$ cat src/rtl/shift_add_mult_pkg.sv
// shift_add_mult_pkg: shared constants and FSM state encoding for the shift-add multiplier
package shift_add_mult_pkg;
    localparam int N     = 5;
    localparam int CNT_W = 3;
    typedef enum logic [1:0] {
        IDLE = 2'd0,
        CALC = 2'd1,
        DONE = 2'd2
    } state_t;
endpackage

$ cat src/rtl/my_sum.sv
// my_sum: 5-bit ripple-carry adder
//   Ain, Bin : addends        Ci : carry in
//   Sout     : 5-bit sum      Co : carry out
module my_sum (
    input  logic [4:0] Ain,
    input  logic [4:0] Bin,
    input  logic       Ci,
    output logic [4:0] Sout,
    output logic       Co
);
    logic [5:0] c;
    assign c[0] = Ci;
    for (genvar i = 0; i < 5; i++) begin : g_fa
        assign Sout[i]  = Ain[i] ^ Bin[i] ^ c[i];
        assign c[i + 1] = (Ain[i] & Bin[i]) | (c[i] & (Ain[i] ^ Bin[i]));
    end
    assign Co = c[5];
endmodule

$ cat src/rtl/shift_add_mult.sv
// shift_add_mult: sequential unsigned multiplier, one add-and-shift step per clock
//   clk, rst (async, active-high)
//   start    : request, sampled only in IDLE
//   a, b     : multiplicand / multiplier, captured on accepted start
//   busy     : high in CALC and DONE
//   done     : one-cycle pulse, product valid from this cycle
//   product  : a*b, held until the next accepted start
module shift_add_mult
    import shift_add_mult_pkg::*;
(
    input  logic             clk,
    input  logic             rst,
    input  logic             start,
    input  logic [N-1:0]     a,
    input  logic [N-1:0]     b,
    output logic             busy,
    output logic             done,
    output logic [2*N-1:0]   product
);
    state_t state, next_state;
    logic [N-1:0]     m, acc, q, sum;
    logic [CNT_W-1:0] cnt;
    logic             co, last, accept;
    logic [2*N-1:0]   shifted;

    my_sum u_sum (.Ain(acc), .Bin(m), .Ci(1'b0), .Sout(sum), .Co(co));

    // Carry-out becomes the MSB of the shifted accumulator, so nothing is lost.
    assign shifted = q[0] ? {co, sum, q[N-1:1]} : {1'b0, acc, q[N-1:1]};
    assign last    = cnt == CNT_W'(N - 1);
    assign accept  = state == IDLE && start;

    always_ff @(posedge clk or posedge rst) begin
        if (rst) state <= IDLE;
        else     state <= next_state;
    end

    // The unused encoding falls through to IDLE.
    always_comb begin
        next_state = IDLE;
        case (state)
            IDLE:    next_state = start ? CALC : IDLE;
            CALC:    next_state = last ? DONE : CALC;
            default: next_state = IDLE;
        endcase
    end

    always_comb begin
        busy = state == CALC || state == DONE;
        done = state == DONE;
    end

    // Product is loaded on the edge that enters DONE so it appears with done.
    always_ff @(posedge clk or posedge rst) begin
        if (rst) begin
            m       <= '0;
            acc     <= '0;
            q       <= '0;
            cnt     <= '0;
            product <= '0;
        end else if (accept) begin
            m   <= a;
            q   <= b;
            acc <= '0;
            cnt <= '0;
        end else if (state == CALC) begin
            {acc, q} <= shifted;
            cnt      <= cnt + 1'b1;
            if (last) product <= shifted;
        end
    end
endmodule

$ cat config.mk
export PLATFORM = sky130hd
export DESIGN_NAME = shift_add_mult
export DESIGN_NICKNAME = d
export VERILOG_FILES = /design/src/rtl/shift_add_mult_pkg.sv /design/src/rtl/my_sum.sv /design/src/rtl/shift_add_mult.sv
export SDC_FILE = /design/constraint.sdc
export NUM_CORES = 1
export LEC_CHECK = 0
export CAP_MARGIN = 20
export CORE_MARGIN = 2
export CORE_UTILIZATION = 33
export CTS_BUF_LIST = sky130_fd_sc_hd__clkbuf_8 sky130_fd_sc_hd__clkbuf_16
export DETAILED_ROUTE_END_ITERATION = 10
export GPL_TIMING_DRIVEN = 0
export PLACE_DENSITY = 0.52
export REMOVE_ABC_BUFFERS = 1
export SETUP_SLACK_MARGIN = 0.15
export SYNTH_ARGS = -nofsm -noshare
export SYNTH_HDL_FRONTEND = slang
export SYNTH_SLANG_ARGS = --single-unit
$ cat constraint.sdc
create_clock -name clk -period 5.65 [get_ports clk]
set_input_delay 1.13 -clock clk [delete_from_list [all_inputs] [get_ports clk]]
set_output_delay 1.13 -clock clk [all_outputs]
set_load 0.01 [all_outputs]
==> flow_summary_export.csv, run 1 <==
group,metric,value,unit
run_status,outcome,"finished, final reports clean",
critical_path,crit_arrival,3030,ps
clocking,cts_buffers,5,
grt,globalRouteTotalUtil,12.09,%
grt,grt_util_met3,3.611,%
logic_synthesis,synth_commonest_cells,"dfrtp_1, nand2_1, inv_1",
timing,rsz0062_at_grt,"no",
grt,use_met1,15.48,%
grt,grt_pass1_wl,4698,um
logic_synthesis,synth_edf_count,0,
finish,nFillCells,412,
logic_synthesis,syn_inst,138,
clocking,cts.clk_slew.worst_paths,70,ps
pwr,ir_drop,0.0002102,V
clocking,cts_tree,"done",
critical_path,cp-start-kind,"register",
logic_synthesis,async_flop_share,100.0,%
logic_synthesis,yosys-top-cells-area,"dfrtp_1, mux2_4, nand2_1, fa_1, mux2i_1",
clocking,cts_num_sinks,30,
timing,fin_crit,2862,ps
drt,ant_nets,0,
timing,hold_viol,0,
logic_synthesis,ys_seq_area_share,49.22,%
critical_path,reg2reg_slack,2790,ps
grt,grt_max_degree,27,
floorplan,die_w,71.99,um
clocking,cts_htree_levels,2,
clocking,clk_latency,280,ps
timing,fin_setup_tns,0,ps
logic_synthesis,synthDominantCellAreaShare,49.22,%
floorplan,dieArea,5182,sq um
finish,nets,186,
drt,avgViaCountPerCell,4.593,
clocking,cts-hold-fix-buffers,0,
floorplan,core_area,4414,sq um
clocking,post_cts_resized,0,
logic_synthesis,ys_ff_latch,30,
finish,diodes,0,
placed_design,dp_hpwl,1869,um
drt,drc,0,
grt,grt_pass1_vias,1030,
clocking,cts-root-buf,"clkbuf_8",
grt,top_usage_layer,"met2",
timing,worst_slew_pin_slew,876.2,ps
timing,fmaxAchievable,0.3494,GHz
drt,vias,992,
drt,drt_iter0_drc,47,
floorplan,start_util,34.55,%
timing,skew,8.307,ps
timing,slew_headroom,41.59,%
drt,dr.pass1.iters,3,
finish,final_cell_area,1904,sq um
timing,final_max_slew_viol_count,0,
job,maxCapViolCount,0,
timing,period_share,50.66,%
logic_synthesis,yosysMostFrequentCell,"dfrtp_1",
floorplan,num_rows,24,
critical_path,critical_path_class,"reg -> reg",
placed_design,gp_congestion,0.6940,
logic_synthesis,synthFlopType,"dfrtp_1",
placed_design,dpl_cell_area,1813,sq um
grt,antenna_found_initial,0,
worst_hold_path,hp-class,"reg -> reg",
floorplan,num_io_pins,25,
placed_design,port_buffers,24,
grt,grt.overflow.total,0,
pwr,cellPowerDensity,529.5,nW/um^2
floorplan,die_h,71.99,um
critical_path,worstPathMaxFanout,3,
logic_synthesis,synth.distinct_cells,22,
finish,syn_to_final_growth,24.86,%
logic_synthesis,syn_area,1525,sq um
critical_path,endpoint_kind,"register",
pwr,p_leak,0.0008869,uW
logic_synthesis,yosys_warnings,0,
timing,finalSetupViolCount,0,
critical_path,cp.required,5820,ps
drt,routed_wl,2691,um
grt,grt_use_met2,18.83,%
clocking,clockBufferDepth,2,
drt,wl_per_cell,12.46,um
logic_synthesis,synth.largest_area_cell,"dfrtp_1",
logic_synthesis,postSynthAreaPerCell,11.05,sq um
clocking,cts_setup_buffers,0,
finish,layout-drive-gt1-share,12.80,%
-- metal layers --
layer | up-vias | part of all wire, %
li1 | 493 | -
met1 | 469 | 48
met2 | 23 | 45
met3 | 7 | 5.0
met4 | 0 | 2.0
met5 | - | 0
-- through the flow --
| step | instances | hold slack, ps | power (uW) | util [%] | setup slack (ps) |
|---|---|---|---|---|---|
| detailed placement | 208 | 482.2 | 842.9 | 41.07 | 2783 |
| CTS | 216 | 502.7 | 1026 | 43.14 | 2771 |
| floorplan | 131 | 452.3 | 687.0 | - | 2935 |
| global route | 216 | 533.3 | 1100 | 43.14 | 2722 |
| finish | 216 | 494.9 | 1008 | 43.14 | 2788 |
| global placement | 207 | 472.5 | 828.1 | 40.45 | 2824 |
-- critical path, stage by stage (launching register included) --
cell,delay (ps)
dfrtp_1,370
ha_1,150
inv_1,50
fa_1,380
fa_1,390
fa_1,380
inv_1,80
fa_1,400
mux2_2,290
mux2_4,250
-- power by group --
group | switching (uW) | internal (uW) | total (uW)
logic | 207 | 249 | 457
clock network | 79.5 | 96.3 | 176
registers | 67.4 | 308 | 376
-- state kept, by name, summed over array words and instances, names as in the netlist --
| signal | cells |
|---|---|
| acc | 5 |
| state | 2 |
| q | 5 |
| m | 5 |
| cnt | 3 |
| product | 10 |
-- cell type report --
type	instances	area [sq um]	area share, %
Clock buffer	6	82.58	4.336
Clock inverter	2	8.758	0.4599
Inverter	14	52.55	2.760
Multi-Input combinational cell	87	676.9	35.55
Sequential cell	30	750.7	39.42
Tap cell	52	65.06	3.417
Timing Repair Buffer	25	267.8	14.06
-- placed cells by master (no fill, tap or decap), types with 2 or more instances in the layout --
cell,synthesis,layout
mux2i_1,8,8
clkdlybuf4s50_1,0,24
nand2_1,23,23
dfrtp_1,30,30
fa_1,4,4
mux2_4,9,9
a21oi_1,7,7
nand3b_1,3,3
o21ai_0,8,8
clkbuf_8,0,6
nand2b_1,4,4
nor2_1,7,7
mux2_2,2,2
ha_1,6,6
inv_1,14,15
-- kinds of logic (layout without fill, tap and decap cells) --
family,after synthesis,in the layout,synth area share [%]
adders and majority gates,10,10,10.17
buffers and inverters,21,47,6.398
xor gates and xnor gates,2,2,1.149
muxes,19,19,15.59
AOI/OAI and AO/OA,15,15,4.922
and+or+nand+nor,41,41,12.55
DFF,30,30,49.22
-- path summary, 6_finish.rpt --
| path | cells past startpoint | start | to |
|---|---|---|---|
| worst max-delay path | 9 | acc[0] | product[8] |
| worst min-delay path | 2 | m[0] | m[0] |
| worst max register to register | 9 | acc[0] | product[8] |
| worst min register to register | 2 | m[0] | m[0] |
| max in group asynchronous | 3 | rst | q[2] |
| min in group asynchronous | 2 | rst | m[4] |
Note: power is estimated with default switching activity, not from simulation.
==> inputs of run 2 (changes only) <==
==> constraint.sdc (replaced) <==
create_clock -name clk -period 2.7 [get_ports clk]
set_input_delay 0.54 -clock clk [delete_from_list [all_inputs] [get_ports clk]]
set_output_delay 0.54 -clock clk [all_outputs]
set_load 0.01 [all_outputs]
==> flow_summary_export.csv, run 2 (synthesis results as in run 1) <==
group,metric,value,unit
run_status,outcome,"finished with violations",
run_status,violations,"setup timing",
timing,skew,11.46,ps
critical_path,reg2reg_slack,-40,ps
finish,layout-drive-gt1-share,17.47,%
grt,grt_max_degree,27,
clocking,cts-root-buf,"clkbuf_8",
finish,largest_register,"product",
floorplan,core_area,4414,sq um
timing,final_max_slew_viol_count,0,
critical_path,setup.worst_path.end,"product[8]",
job,maxCapViolCount,0,
drt,avgViaCountPerCell,4.596,
critical_path,cp.required,2870,ps
floorplan,die_h,71.99,um
clocking,cts_htree_levels,2,
critical_path,endpoint_kind,"register",
drt,vias,1002,
placed_design,dp_hpwl,1869,um
timing,hold_viol,0,
finish,diodes,0,
timing,fin_crit,2737,ps
clocking,cts_tree,"done",
placed_design,post-place-ws,-166.7,ps
timing,whs,517.2,ps
timing,period_share,101.4,%
critical_path,reg2reg_from,"m[0]",
timing,fmaxAchievable,0.3653,GHz
clocking,cts_buffers,5,
drt,routed_wl,2870,um
finish,syn_to_final_growth,26.74,%
floorplan,dieArea,5182,sq um
timing,fin_setup_tns,-54.13,ps
placed_design,placed_cells,208,
grt,grt_pass1_vias,1039,
floorplan,num_rows,24,
clocking,clockBufferDepth,2,
pwr,cellPowerDensity,1125,nW/um^2
critical_path,crit_arrival,2910,ps
pwr,p_leak,0.0008954,uW
placed_design,port_buffers,24,
grt,globalRouteTotalUtil,12.74,%
finish,layout.cells.most_common,"dfrtp_1",
critical_path,critical_path_class,"reg -> reg",
timing,worst_slew_pin_slew,875.6,ps
finish,largest_reg_flops,10,
floorplan,num_io_pins,25,
drt,drc,0,
finish,instances_no_fill,218,
timing,finalSetupViolCount,2,
critical_path,worstPathMaxFanout,2,
grt,grt_pass1_wl,4912,um
clocking,cts-hold-fix-buffers,0,
drt,drt_iter0_drc,29,
critical_path,critPathLaunch,"m[0]",
grt,antenna_found_initial,0,
drt,wl_per_cell,13.17,um
pwr,ir_drop,0.0004356,V
placed_design,gp_congestion,0.6940,
finish,nets,188,
drt,dr.pass1.iters,3,
critical_path,rr_endpoint,"product[8]",
floorplan,start_util,34.55,%
drt,ant_nets,0,
critical_path,rr_worst_depth,9,
clocking,clk_latency,290,ps
timing,slew_headroom,41.62,%
timing,finalWorstSetupSlack,-37.21,ps
worst_hold_path,hp-class,"reg -> reg",
critical_path,cp-start-kind,"register",
timing,rsz0062_at_grt,"yes",
floorplan,die_w,71.99,um
finish,final_cell_mix,"dfrtp_1, clkdlybuf4s50_1, nand2_1",
clocking,cts_num_sinks,30,
clocking,cts.clk_slew.worst_paths,70,ps
grt,grt.overflow.total,0,
==> run 2: cell types whose count changed in the layout (fill, tap and decap cells not counted), sizes merged <==
cell,change
buf,+2
==> run 2: layout make-up <==
type                       count  area [sq um]
timing repair buffer          27         282.8
clock inverter                 2         8.758
multi-input combinational     87         690.7
sequential                    30         750.7
clock buffer                   6         82.58
fill                         412          2481
tap                           52         65.06
inverter                      14         52.55
==> run 2: how the worst min path moves through the flow <==
stage | startpoint | end | slack (ps) | cells past startpoint
floorplan | m[0] | m[0] | 450 | 2
global placement | m[0] | m[0] | 470 | 2
detailed placement | m[0] | m[0] | 480 | 2
CTS | m[0] | m[0] | 510 | 2
global route | product[8] | product[8] | 530 | 1
finish | product[5] | product[5] | 520 | 1
==> run 2: per-stage QoR <==
stage               instance area, sq um  util, %  power (uW)
floorplan                           1480        -        1438
global placement                    1785    40.45        1733
detailed placement                  1813    41.07        1764
CTS                                 1926    43.62        2180
global route                        1933    43.79        2365
finish                              1933    43.79        2175
==> run 2: routing by layer <==
layer  GRT usage (%)  up-vias  share of wire (%)
met5               0        -                  0
met4           5.660        0                1.9
met3           3.611        7                4.7
met2           20.37       23                 46
met1           16.13      475                 48
li1                -      497                  -
==> run 2: power by group <==
part / internal [uW] / switching (uW) / leakage (uW)
clock network: 202 / 172 / 0.0000524
logic: 557 / 457 / 0.000465
registers: 645 / 143 / 0.000378
==> run 2: worst max-delay path, cell delays in order, from the launching register on <==
cell and delay (ps):
dfrtp_1 370, ha_2 180, inv_2 40, fa_2 360, fa_2 350, fa_2 340, inv_2 60, fa_1 400
mux2_4 270, mux2_4 250
==> run 2: repair_timing <==
item | in CTS | in global routing
pin swaps | 1 | 1
setup endpoints to repair | 2 | 2
gates resized for setup | 7 | 0
setup buffers | 1 | 1
